### src/rtl/div16s_8s_seq.sv
// div16s_8s_seq: sequential signed divider, 16-bit dividend by 8-bit divisor.
// A restoring shift-subtract core works on operand magnitudes and produces one
// quotient bit per cycle. A final FIX cycle applies signs, saturation and the
// divide-by-zero result. The latency is constant for every operand pair.
// DROP_LSB zeroes low dividend bits so truncated multiplier products divide
// on the same terms as exact ones.
module div16s_8s_seq #(
  parameter int DROP_LSB = 0
) (
  input  logic        clock,
  input  logic        rst_n,
  input  logic        in_valid,
  output logic        in_ready,
  input  logic [15:0] dividend,
  input  logic [7:0]  divisor,
  output logic        out_valid,
  input  logic        out_ready,
  output logic [7:0]  quotient,
  output logic [7:0]  remainder,
  output logic        ovf,
  output logic        dz
);

  typedef enum logic [1:0] {
    IDLE = 2'd0,
    CALC = 2'd1,
    FIX  = 2'd2,
    DONE = 2'd3
  } state_t;

  localparam logic [15:0] DVD_MASK = ~((16'd1 << DROP_LSB) - 16'd1);

  state_t      state_r;
  state_t      next_state_s;

  logic [15:0] dvd_mag_r;       // dividend magnitude, consumed MSB first
  logic [15:0] quo_mag_r;       // quotient magnitude, filled LSB side
  logic [7:0]  prem_r;          // partial remainder (always below divisor magnitude)
  logic [7:0]  dsr_mag_r;
  logic        dvd_neg_r;
  logic        dsr_neg_r;
  logic        dz_cap_r;
  logic [3:0]  count_r;
  logic [7:0]  quotient_r;
  logic [7:0]  remainder_r;
  logic        ovf_r;
  logic        dz_r;
  logic        out_valid_r;

  logic        accept_s;
  logic [15:0] dvd_masked_s;
  logic [15:0] dvd_abs_s;
  logic [7:0]  dsr_abs_s;
  logic [8:0]  prem_shift_s;
  logic        ge_s;
  logic [7:0]  prem_next_s;
  logic        qneg_s;
  logic        over_s;
  logic [7:0]  fix_quotient_s;
  logic [7:0]  fix_remainder_s;
  logic        fix_ovf_s;

  assign accept_s     = in_valid & (state_r == IDLE);
  assign dvd_masked_s = dividend & DVD_MASK;
  assign dvd_abs_s    = dvd_masked_s[15] ? (~dvd_masked_s + 16'd1) : dvd_masked_s;
  assign dsr_abs_s    = divisor[7] ? (~divisor + 8'd1) : divisor;

  // The 9-bit shifted remainder is compared in full. When it is at least the
  // divisor, the true difference is below the divisor (<= 128), so an 8-bit
  // difference is exact.
  assign prem_shift_s = {prem_r, dvd_mag_r[15]};
  assign ge_s         = prem_shift_s >= {1'b0, dsr_mag_r};
  assign prem_next_s  = ge_s ? (prem_shift_s[7:0] - dsr_mag_r) : prem_shift_s[7:0];

  assign qneg_s = dvd_neg_r ^ dsr_neg_r;
  assign over_s = qneg_s ? (quo_mag_r > 16'd128) : (quo_mag_r > 16'd127);

  // State register.
  always_ff @(posedge clock or negedge rst_n) begin
    if (!rst_n) begin
      state_r <= IDLE;
    end else begin
      state_r <= next_state_s;
    end
  end

  // Next-state logic: accept, 16 iterations, one fix-up cycle, hold until consumed.
  always_comb begin
    next_state_s = state_r;
    case (state_r)
      IDLE: begin
        if (accept_s) next_state_s = CALC;
        else          next_state_s = IDLE;
      end
      CALC: begin
        if (count_r == 4'd15) next_state_s = FIX;
        else                  next_state_s = CALC;
      end
      FIX:  next_state_s = DONE;
      DONE: begin
        if (out_ready) next_state_s = IDLE;
        else           next_state_s = DONE;
      end
      default: next_state_s = IDLE;
    endcase
  end

  // Handshake output decoded from the state register only.
  always_comb begin
    in_ready = 1'b0;
    if (state_r == IDLE) in_ready = 1'b1;
    else                 in_ready = 1'b0;
  end

  // Sign, saturation and divide-by-zero fix-up of the magnitude result.
  always_comb begin
    fix_quotient_s  = 8'h00;
    fix_remainder_s = 8'h00;
    fix_ovf_s       = 1'b0;
    if (dz_cap_r) begin
      fix_quotient_s  = dvd_neg_r ? 8'h80 : 8'h7F;
      fix_remainder_s = 8'h00;
      fix_ovf_s       = 1'b0;
    end else begin
      if (over_s) begin
        fix_ovf_s      = 1'b1;
        fix_quotient_s = qneg_s ? 8'h80 : 8'h7F;
      end else begin
        fix_ovf_s      = 1'b0;
        fix_quotient_s = qneg_s ? (8'd0 - quo_mag_r[7:0]) : quo_mag_r[7:0];
      end
      fix_remainder_s = dvd_neg_r ? (8'd0 - prem_r) : prem_r;
    end
  end

  // Datapath: operand capture, shift-subtract iterations and result registers.
  always_ff @(posedge clock or negedge rst_n) begin
    if (!rst_n) begin
      dvd_mag_r   <= 16'd0;
      quo_mag_r   <= 16'd0;
      prem_r      <= 8'd0;
      dsr_mag_r   <= 8'd0;
      dvd_neg_r   <= 1'b0;
      dsr_neg_r   <= 1'b0;
      dz_cap_r    <= 1'b0;
      count_r     <= 4'd0;
      quotient_r  <= 8'd0;
      remainder_r <= 8'd0;
      ovf_r       <= 1'b0;
      dz_r        <= 1'b0;
      out_valid_r <= 1'b0;
    end else begin
      case (state_r)
        IDLE: begin
          if (accept_s) begin
            dvd_mag_r <= dvd_abs_s;
            dsr_mag_r <= dsr_abs_s;
            dvd_neg_r <= dvd_masked_s[15];
            dsr_neg_r <= divisor[7];
            dz_cap_r  <= (divisor == 8'd0);
            prem_r    <= 8'd0;
            quo_mag_r <= 16'd0;
            count_r   <= 4'd0;
          end
        end
        CALC: begin
          prem_r    <= prem_next_s;
          quo_mag_r <= {quo_mag_r[14:0], ge_s};
          dvd_mag_r <= {dvd_mag_r[14:0], 1'b0};
          count_r   <= count_r + 4'd1;
        end
        FIX: begin
          quotient_r  <= fix_quotient_s;
          remainder_r <= fix_remainder_s;
          ovf_r       <= fix_ovf_s;
          dz_r        <= dz_cap_r;
          out_valid_r <= 1'b1;
        end
        DONE: begin
          if (out_ready) out_valid_r <= 1'b0;
        end
        default: out_valid_r <= 1'b0;
      endcase
    end
  end

  assign out_valid = out_valid_r;
  assign quotient  = quotient_r;
  assign remainder = remainder_r;
  assign ovf       = ovf_r;
  assign dz        = dz_r;

endmodule
### config.mk
export PLATFORM = sky130hd
export DESIGN_NAME = div16s_8s_seq
export DESIGN_NICKNAME = d
export VERILOG_FILES = /design/src/rtl/div16s_8s_seq.sv
export SDC_FILE = /design/constraint.sdc
export NUM_CORES = 1
export LEC_CHECK = 0
export ABC_AREA = 1
export ABC_CLOCK_PERIOD_IN_PS = 3750
export CAP_MARGIN = 25
export CELL_PAD_IN_SITES_DETAIL_PLACEMENT = 1
export CELL_PAD_IN_SITES_GLOBAL_PLACEMENT = 1
export CORE_ASPECT_RATIO = 2
export CORE_MARGIN = 4
export CORE_UTILIZATION = 45
export DETAILED_ROUTE_END_ITERATION = 12
export PLACE_DENSITY_LB_ADDON = 0.1
export SLEW_MARGIN = 25
export SYNTH_ARGS = -nofsm -noshare
export SYNTH_HDL_FRONTEND = slang
export SYNTH_SLANG_ARGS = --single-unit
### constraint.sdc
create_clock -name clock -period 3.75 [get_ports clock]
set_input_delay 0.75 -clock clock [delete_from_list [all_inputs] [get_ports clock]]
set_output_delay 0.75 -clock clock [all_outputs]
set_load 0.02 [all_outputs]
==> reports/results.ini, run 1 <==
[outcome]
outcome=finished, final reports clean

[clock_tree]
postCtsHoldBufs=0
ctsRootBufferMaster=clkbuf_16
cts.repair.resized=0
htreeDepth=3
numCtsBuffers=9
cts_tree=done
clock_latency_ns=0.34
postCtsSetupBuffers=0
cts_buffer_depth=2
clk_pin_slew_worst_paths_ns=0.06
clock_sinks=76

[floorplan]
fp.dieH_um=149
core_area_mm2=0.00970
initial_utilization_pct=46.0
design.die.area_mm2=0.0117
rows=51
io_pins=48
die_w_um=78.4

[synthesis]
async_flop_share_pct=100
mappedNetlistNets=634
syn_inst=592
ys.flop_type=dfrtp_1
avgSynthCellArea_um2=7.54
synth_cell_types=41
ys_seq_area_share_pct=42.6
syn_area_mm2=0.00446
yosysWarnings=0
ys_ff_latch=76
synth-edff-count=0

[finish]
nets=675
fillerInstances=1241
area_growth_pct=19.8
layout-drive-gt1-share_pct=5.02
final_cell_mix=nand2_1, inv_1, dfrtp_1, nand3_1, clkdlybuf4s50_1
antenna_cells=0
final_util_pct=55.1
final_common_cell=nand2_1

[sta]
finClkSkew_ns=0.00751
rsz0062_at_grt=false
worstMarginPinSlew_ns=0.716
setup_tns_ns=0
setup_violations=0
fin_crit_sh_pct=62.4
slew_headroom_pct=52.2
final-max-slew-violation-count=0
finalHoldViolCount=0
period_needed_ns=2.34
fmax_mhz=427

[global_routing]
antenna_found_initial=0
grt_pass1_wl_um=21200
grt_max_degree=77
overflow=0
grt_pass1_vias=4627
grt_usage_pct=22.8

[detailed_routing]
drt_iter0_drc=193
wl_per_cell_um=15.9
wl_um=12300
drtAntennaViolNets=0
drtPass1Iterations=4
viasPerCell=5.38
routed-via-count=4145
drc=0

[place]
gp_congestion=0.869
portBuffers=47
dp.final_hpwl_um=9430

[critical_path]
path_max_fanout=4
arrival_ns=1.59
r2r_setup_slack_ns=1.65
crit_start=state_r[1]
start_kind=register
worstPathRequired_ns=3.00
setup.worst_path.end_class=primary output
rr_startpoint=prem_r[2]
path_class=register to primary output

[power]
swShare_pct=44.8
p_seq_share_pct=28.7
power_leakage_nw=2.65
p_int_mw=2.85
power_frac_clock_pct=19.3
powerDensity_mw_per_mm2=964
combPwrFrac_pct=52.0
vdd_ir_drop_max_uv=312
switching_power_mw=2.31

[worst_hold_path]
hold_path_class=primary input to async pin

[job]
max-cap-violations=0

## final timing paths
kind,to,depth (start not counted)
worst min register to register,remainder[2],2
max in group asynchronous,dsr_mag_r[4],1
worst max register to register,prem_r[3],9
worst max-delay path,in_ready,2
worst min-delay path,ovf,1
min in group clock,remainder[2],2
## worst max-delay path, stage by stage (launching register included)
cell,delay (ns)
dfrtp_1,0.44
nor2_2,0.18
clkdlybuf4s50_1,0.63
## per-stage QoR
step | setup slack (ns) | total power, mW | std cells | area [µm²] | hold slack, ns
2_1_floorplan | 2.02 | 3.36 | 592 | 4460 | 0.446
3_3_place_gp | 1.23 | 4.01 | 754 | 5000 | 0.456
3_5_place_dp | 1.17 | 4.16 | 754 | 5000 | 0.469
4_1_cts | 1.40 | 5.21 | 770 | 5350 | 0.484
5_1_grt | 1.35 | 5.62 | 770 | 5350 | 0.494
6_report | 1.41 | 5.16 | 770 | 5350 | 0.432
## logic make-up (layout without fill, tap and decap cells)
| kind of cell | Yosys count | count (layout) | synth area share, % |
|---|---|---|---|
| compound gates | 106 | 106 | 14.0 |
| buf+inv | 100 | 146 | 9.20 |
| mux | 1 | 1 | 0.224 |
| flops | 76 | 76 | 42.6 |
| xor+xnor | 13 | 13 | 2.55 |
| simple gates | 282 | 282 | 27.3 |
| fa+ha+maj | 14 | 14 | 4.09 |
## per-layer routing
| metal | track usage (%) | share of wire [%] | vias up |
|---|---|---|---|
| li1 | - | - | 2019 |
| met1 | 22.0 | 35 | 2028 |
| met5 | 0 | 0 | - |
| met3 | 3.33 | 2.5 | 32 |
| met2 | 46.3 | 59 | 66 |
| met4 | 9.63 | 2.8 | 0 |
## sequential cells by signal (all words and copies together) (netlist names)
name,count
dvd_mag_r,16
quotient,8
dvd_neg_r,1
prem_r,8
dz_cap_r,1
dsr_neg_r,1
ovf,1
quo_mag_r,16
out_valid,1
dsr_mag_r,8
dz,1
count_r,4
remainder,8
state_r,2
## layout make-up
cell class | instances | area, µm² | area share (%)
Clock inverter | 6 | 111 | 2.08
Clock buffer | 10 | 229 | 4.28
Multi-Input combinational cell | 416 | 2150 | 40.2
Sequential cell | 76 | 1900 | 35.6
Timing Repair Buffer | 47 | 472 | 8.82
Tap cell | 132 | 165 | 3.09
Inverter | 83 | 319 | 5.96
## synthesized netlist by cell type (7+ instances only)
library cell | number | area, µm²
dfrtp_1 | 76 | 1900
o21ai_0 | 30 | 150
xor2_1 | 11 | 96.3
o22ai_1 | 17 | 106
nand2_1 | 174 | 653
ha_1 | 13 | 163
a21oi_1 | 20 | 100
nor2_1 | 29 | 109
buf_2 | 10 | 50.1
o21ai_1 | 11 | 55.1
a22oi_1 | 13 | 97.6
nand4_1 | 7 | 43.8
inv_1 | 76 | 285
nand3_1 | 55 | 275
## power groups by stage
stage	combinational (mW)	clock (mW)	sequential, mW
finish	2.68	0.996	1.48
global route	3.03	1.05	1.53
CTS	2.72	1.01	1.48
detailed placement	2.67	0	1.49
global placement	2.54	0	1.47
floorplan	1.85	0	1.51
No activity file was read; power rests on OpenSTA's default activity.
==> run 2, diff against run 1 <==
--- a/config.mk
+++ b/config.mk
@@ -6,13 +6,13 @@
 export NUM_CORES = 1
 export LEC_CHECK = 0
 export ABC_AREA = 1
-export ABC_CLOCK_PERIOD_IN_PS = 3750
+export ABC_CLOCK_PERIOD_IN_PS = 1970
 export CAP_MARGIN = 25
 export CELL_PAD_IN_SITES_DETAIL_PLACEMENT = 1
 export CELL_PAD_IN_SITES_GLOBAL_PLACEMENT = 1
 export CORE_ASPECT_RATIO = 2
 export CORE_MARGIN = 4
-export CORE_UTILIZATION = 45
+export CORE_UTILIZATION = 38
 export DETAILED_ROUTE_END_ITERATION = 12
 export PLACE_DENSITY_LB_ADDON = 0.1
 export SLEW_MARGIN = 25
==> constraint.sdc (replaced) <==
create_clock -name clock -period 1.97 [get_ports clock]
set_input_delay 0.394 -clock clock [delete_from_list [all_inputs] [get_ports clock]]
set_output_delay 0.394 -clock clock [all_outputs]
set_load 0.02 [all_outputs]
==> run 2 against run 1 <==
  * Combinational power increased by 98%
  * Sequential cell count unchanged
  * Final cell count increased by 3.9%
  * Worst setup slack got worse by 1.2 ns
==> reports/results.ini, run 2 (synthesis results as in run 1) <==
[clock_tree]
clock_sinks=76  ; unchanged
clk_pin_slew_worst_paths_ns=0.07  ; was 0.06 ns
numCtsBuffers=9  ; unchanged
ctsRootBufferMaster=clkbuf_16  ; unchanged
htreeDepth=3  ; unchanged
clock_latency_ns=0.34  ; about the same
postCtsSetupBuffers=0  ; unchanged
cts_tree=done  ; unchanged
cts_buffer_depth=2  ; unchanged

[outcome]
outcome=finished, final reports clean  ; unchanged

[floorplan]
die_w_um=84.6  ; was 78.4 µm
fp.dieH_um=161  ; was 149 µm
initial_utilization_pct=39.1  ; was 46.0%
io_pins=48  ; unchanged
rows=55  ; was 51
core_area_mm2=0.0114  ; was 0.00970 mm²
design.die.area_mm2=0.0136  ; was 0.0117 mm²

[power]
power_leakage_nw=2.78  ; was 2.65 nW
finalPower_mw=10.3  ; was 5.16 mW
vdd_ir_drop_max_uv=645  ; was 312 µV
powerDensity_mw_per_mm2=1830  ; was 964 mW/mm²

[detailed_routing]
drt_iter0_drc=111  ; was 193
drtPass1Iterations=4  ; unchanged
drtAntennaViolNets=0  ; unchanged
viasPerCell=5.19  ; was 5.38
drc=0  ; unchanged
wl_per_cell_um=15.2  ; was 15.9 µm
routed-via-count=4150  ; was 4145
wl_um=12200  ; was 12300 µm

[sta]
setup_tns_ns=0  ; unchanged
rsz0062_at_grt=false  ; unchanged
fmax_mhz=566
finClkSkew_ns=0.0113  ; was 0.00751 ns
worstMarginPinSlew_ns=0.489  ; was 0.716 ns
finalHoldViolCount=0  ; unchanged
final-max-slew-violation-count=0  ; unchanged
period_needed_ns=1.77
fin_hold_ws_ns=0.418  ; was 0.432 ns
setup_violations=0  ; unchanged
slew_headroom_pct=67.3  ; was 52.2%
fin_crit_sh_pct=89.7

[critical_path]
path_max_fanout=8  ; was 4
slowest_stage=dfrtp_1  ; was clkdlybuf4s50_1
worstPathRequired_ns=2.24  ; was 3.00 ns
cp_cell_sequence=ha_1 -> nand2_1 -> nor2_1 -> nand2_1 -> nand3_1 -> nand3_2 -> nand3_1 -> nand3_1 -> nand2_1  ; was nor2_2 -> clkdlybuf4s50_1
path_class=register to register  ; was register to primary output
setup.worst_path.end_class=register  ; was primary output
start_kind=register  ; unchanged
cpPeakStageDelay_ns=0.40  ; was 0.63 ns
arrival_ns=2.04  ; was 1.59 ns

[place]
dp.final_hpwl_um=9550  ; was 9430 µm
gp_congestion=0.824  ; was 0.869
portBuffers=47  ; unchanged

[finish]
area_growth_pct=25.3  ; was 19.8%
antenna_cells=0  ; unchanged
final_cell_mix=nand2_1, inv_1, dfrtp_1, nand3_1, clkdlybuf4s50_1  ; unchanged
final_common_cell=nand2_1  ; unchanged
fillerInstances=1449  ; was 1241
final_util_pct=49.0  ; was 55.1%
layout-drive-gt1-share_pct=8.66  ; was 5.02%
reg.largest.list=dvd_mag_r: 16 flops, quo_mag_r: 16 flops  ; unchanged
nets=695  ; was 675

[global_routing]
grt_usage_pct=19.0  ; was 22.8%
overflow=0  ; unchanged
antenna_found_initial=0  ; unchanged
grt_max_degree=41  ; was 77
grt_pass1_vias=4584  ; was 4627
grt_pass1_wl_um=21200  ; about the same

[job]
max-cap-violations=0  ; unchanged

[worst_hold_path]
hold_path_class=primary input to async pin  ; unchanged

run 2: cell count changes in the layout (fill, tap and decap cells not counted), sizes merged:
cell           change
buf               +19
bufinv             +2
clkdlybuf4s50      -1
clkinvlp           -1
dlygate4sd2        +1
dlygate4sd3        +1
inv                -1
run 2: routing by layer:
| layer | up-vias | GRT usage [%] | share of wire (%) |
|---|---|---|---|
| li1 | 2061 | - | - |
| met1 | 2017 | 18.6 | 37 |
| met2 | 62 | 39.2 | 59 |
| met3 | 10 | 2.86 | 2.5 |
| met4 | 0 | 5.69 | 1.2 |
| met5 | - | 0 | 0 |
run 2: critical path, delay by kind of cell (launching register included):
family	cells	cell delay [ns]
fa+ha+maj	1	0.36
simple gates	8	0.95
flops	1	0.40
run 2: stage by stage:
stage	cells	setup WS, ns	area [µm²]
after CTS	800	0.0907	5580
after global routing	800	0.0315	5590
after global placement	783	0.0820	5170
after floorplan	592	0.335	4460
after detailed placement	783	0.0419	5170
final	800	0.203	5590
run 2: layout make-up:
cell class	instances	area [µm²]	share of cell area (%)
clock buffers	10	239	4.27
clock inverters	6	159	2.84
inverters	83	319	5.70
multi-input cells	416	2160	38.7
flip-flops and latches	76	1900	34.0
well taps	142	178	3.18
repair buffers	67	632	11.3
run 2: where the power goes:
part           switching (mW)  internal (mW)  total [mW]  leakage, nW
logic                    3.19           2.11        5.30         1.63
registers               0.471           2.28        2.76        0.954
clock network           0.674           1.53        2.21        0.193
run 2: final timing paths:
path / from / end / slack [ns] / depth (start not counted)
setup / recovery: prem_r[2] / prem_r[5] / 0.20 / 9
hold / removal: rst_n / quotient[5] / 0.42 / 2
setup reg to reg: prem_r[2] / prem_r[5] / 0.20 / 9
hold reg to reg: remainder[2] / remainder[2] / 0.48 / 2
max in group asynchronous: rst_n / count_r[3] / 0.94 / 3
min in group clock: remainder[2] / remainder[2] / 0.48 / 2
run 2: repair_timing:
action | in CTS | in global routing
hold endpoints to repair | 7 | 0
hold buffers | 1 | 0
setup endpoints to repair | 1 | 8
gates resized for setup | 1 | 5
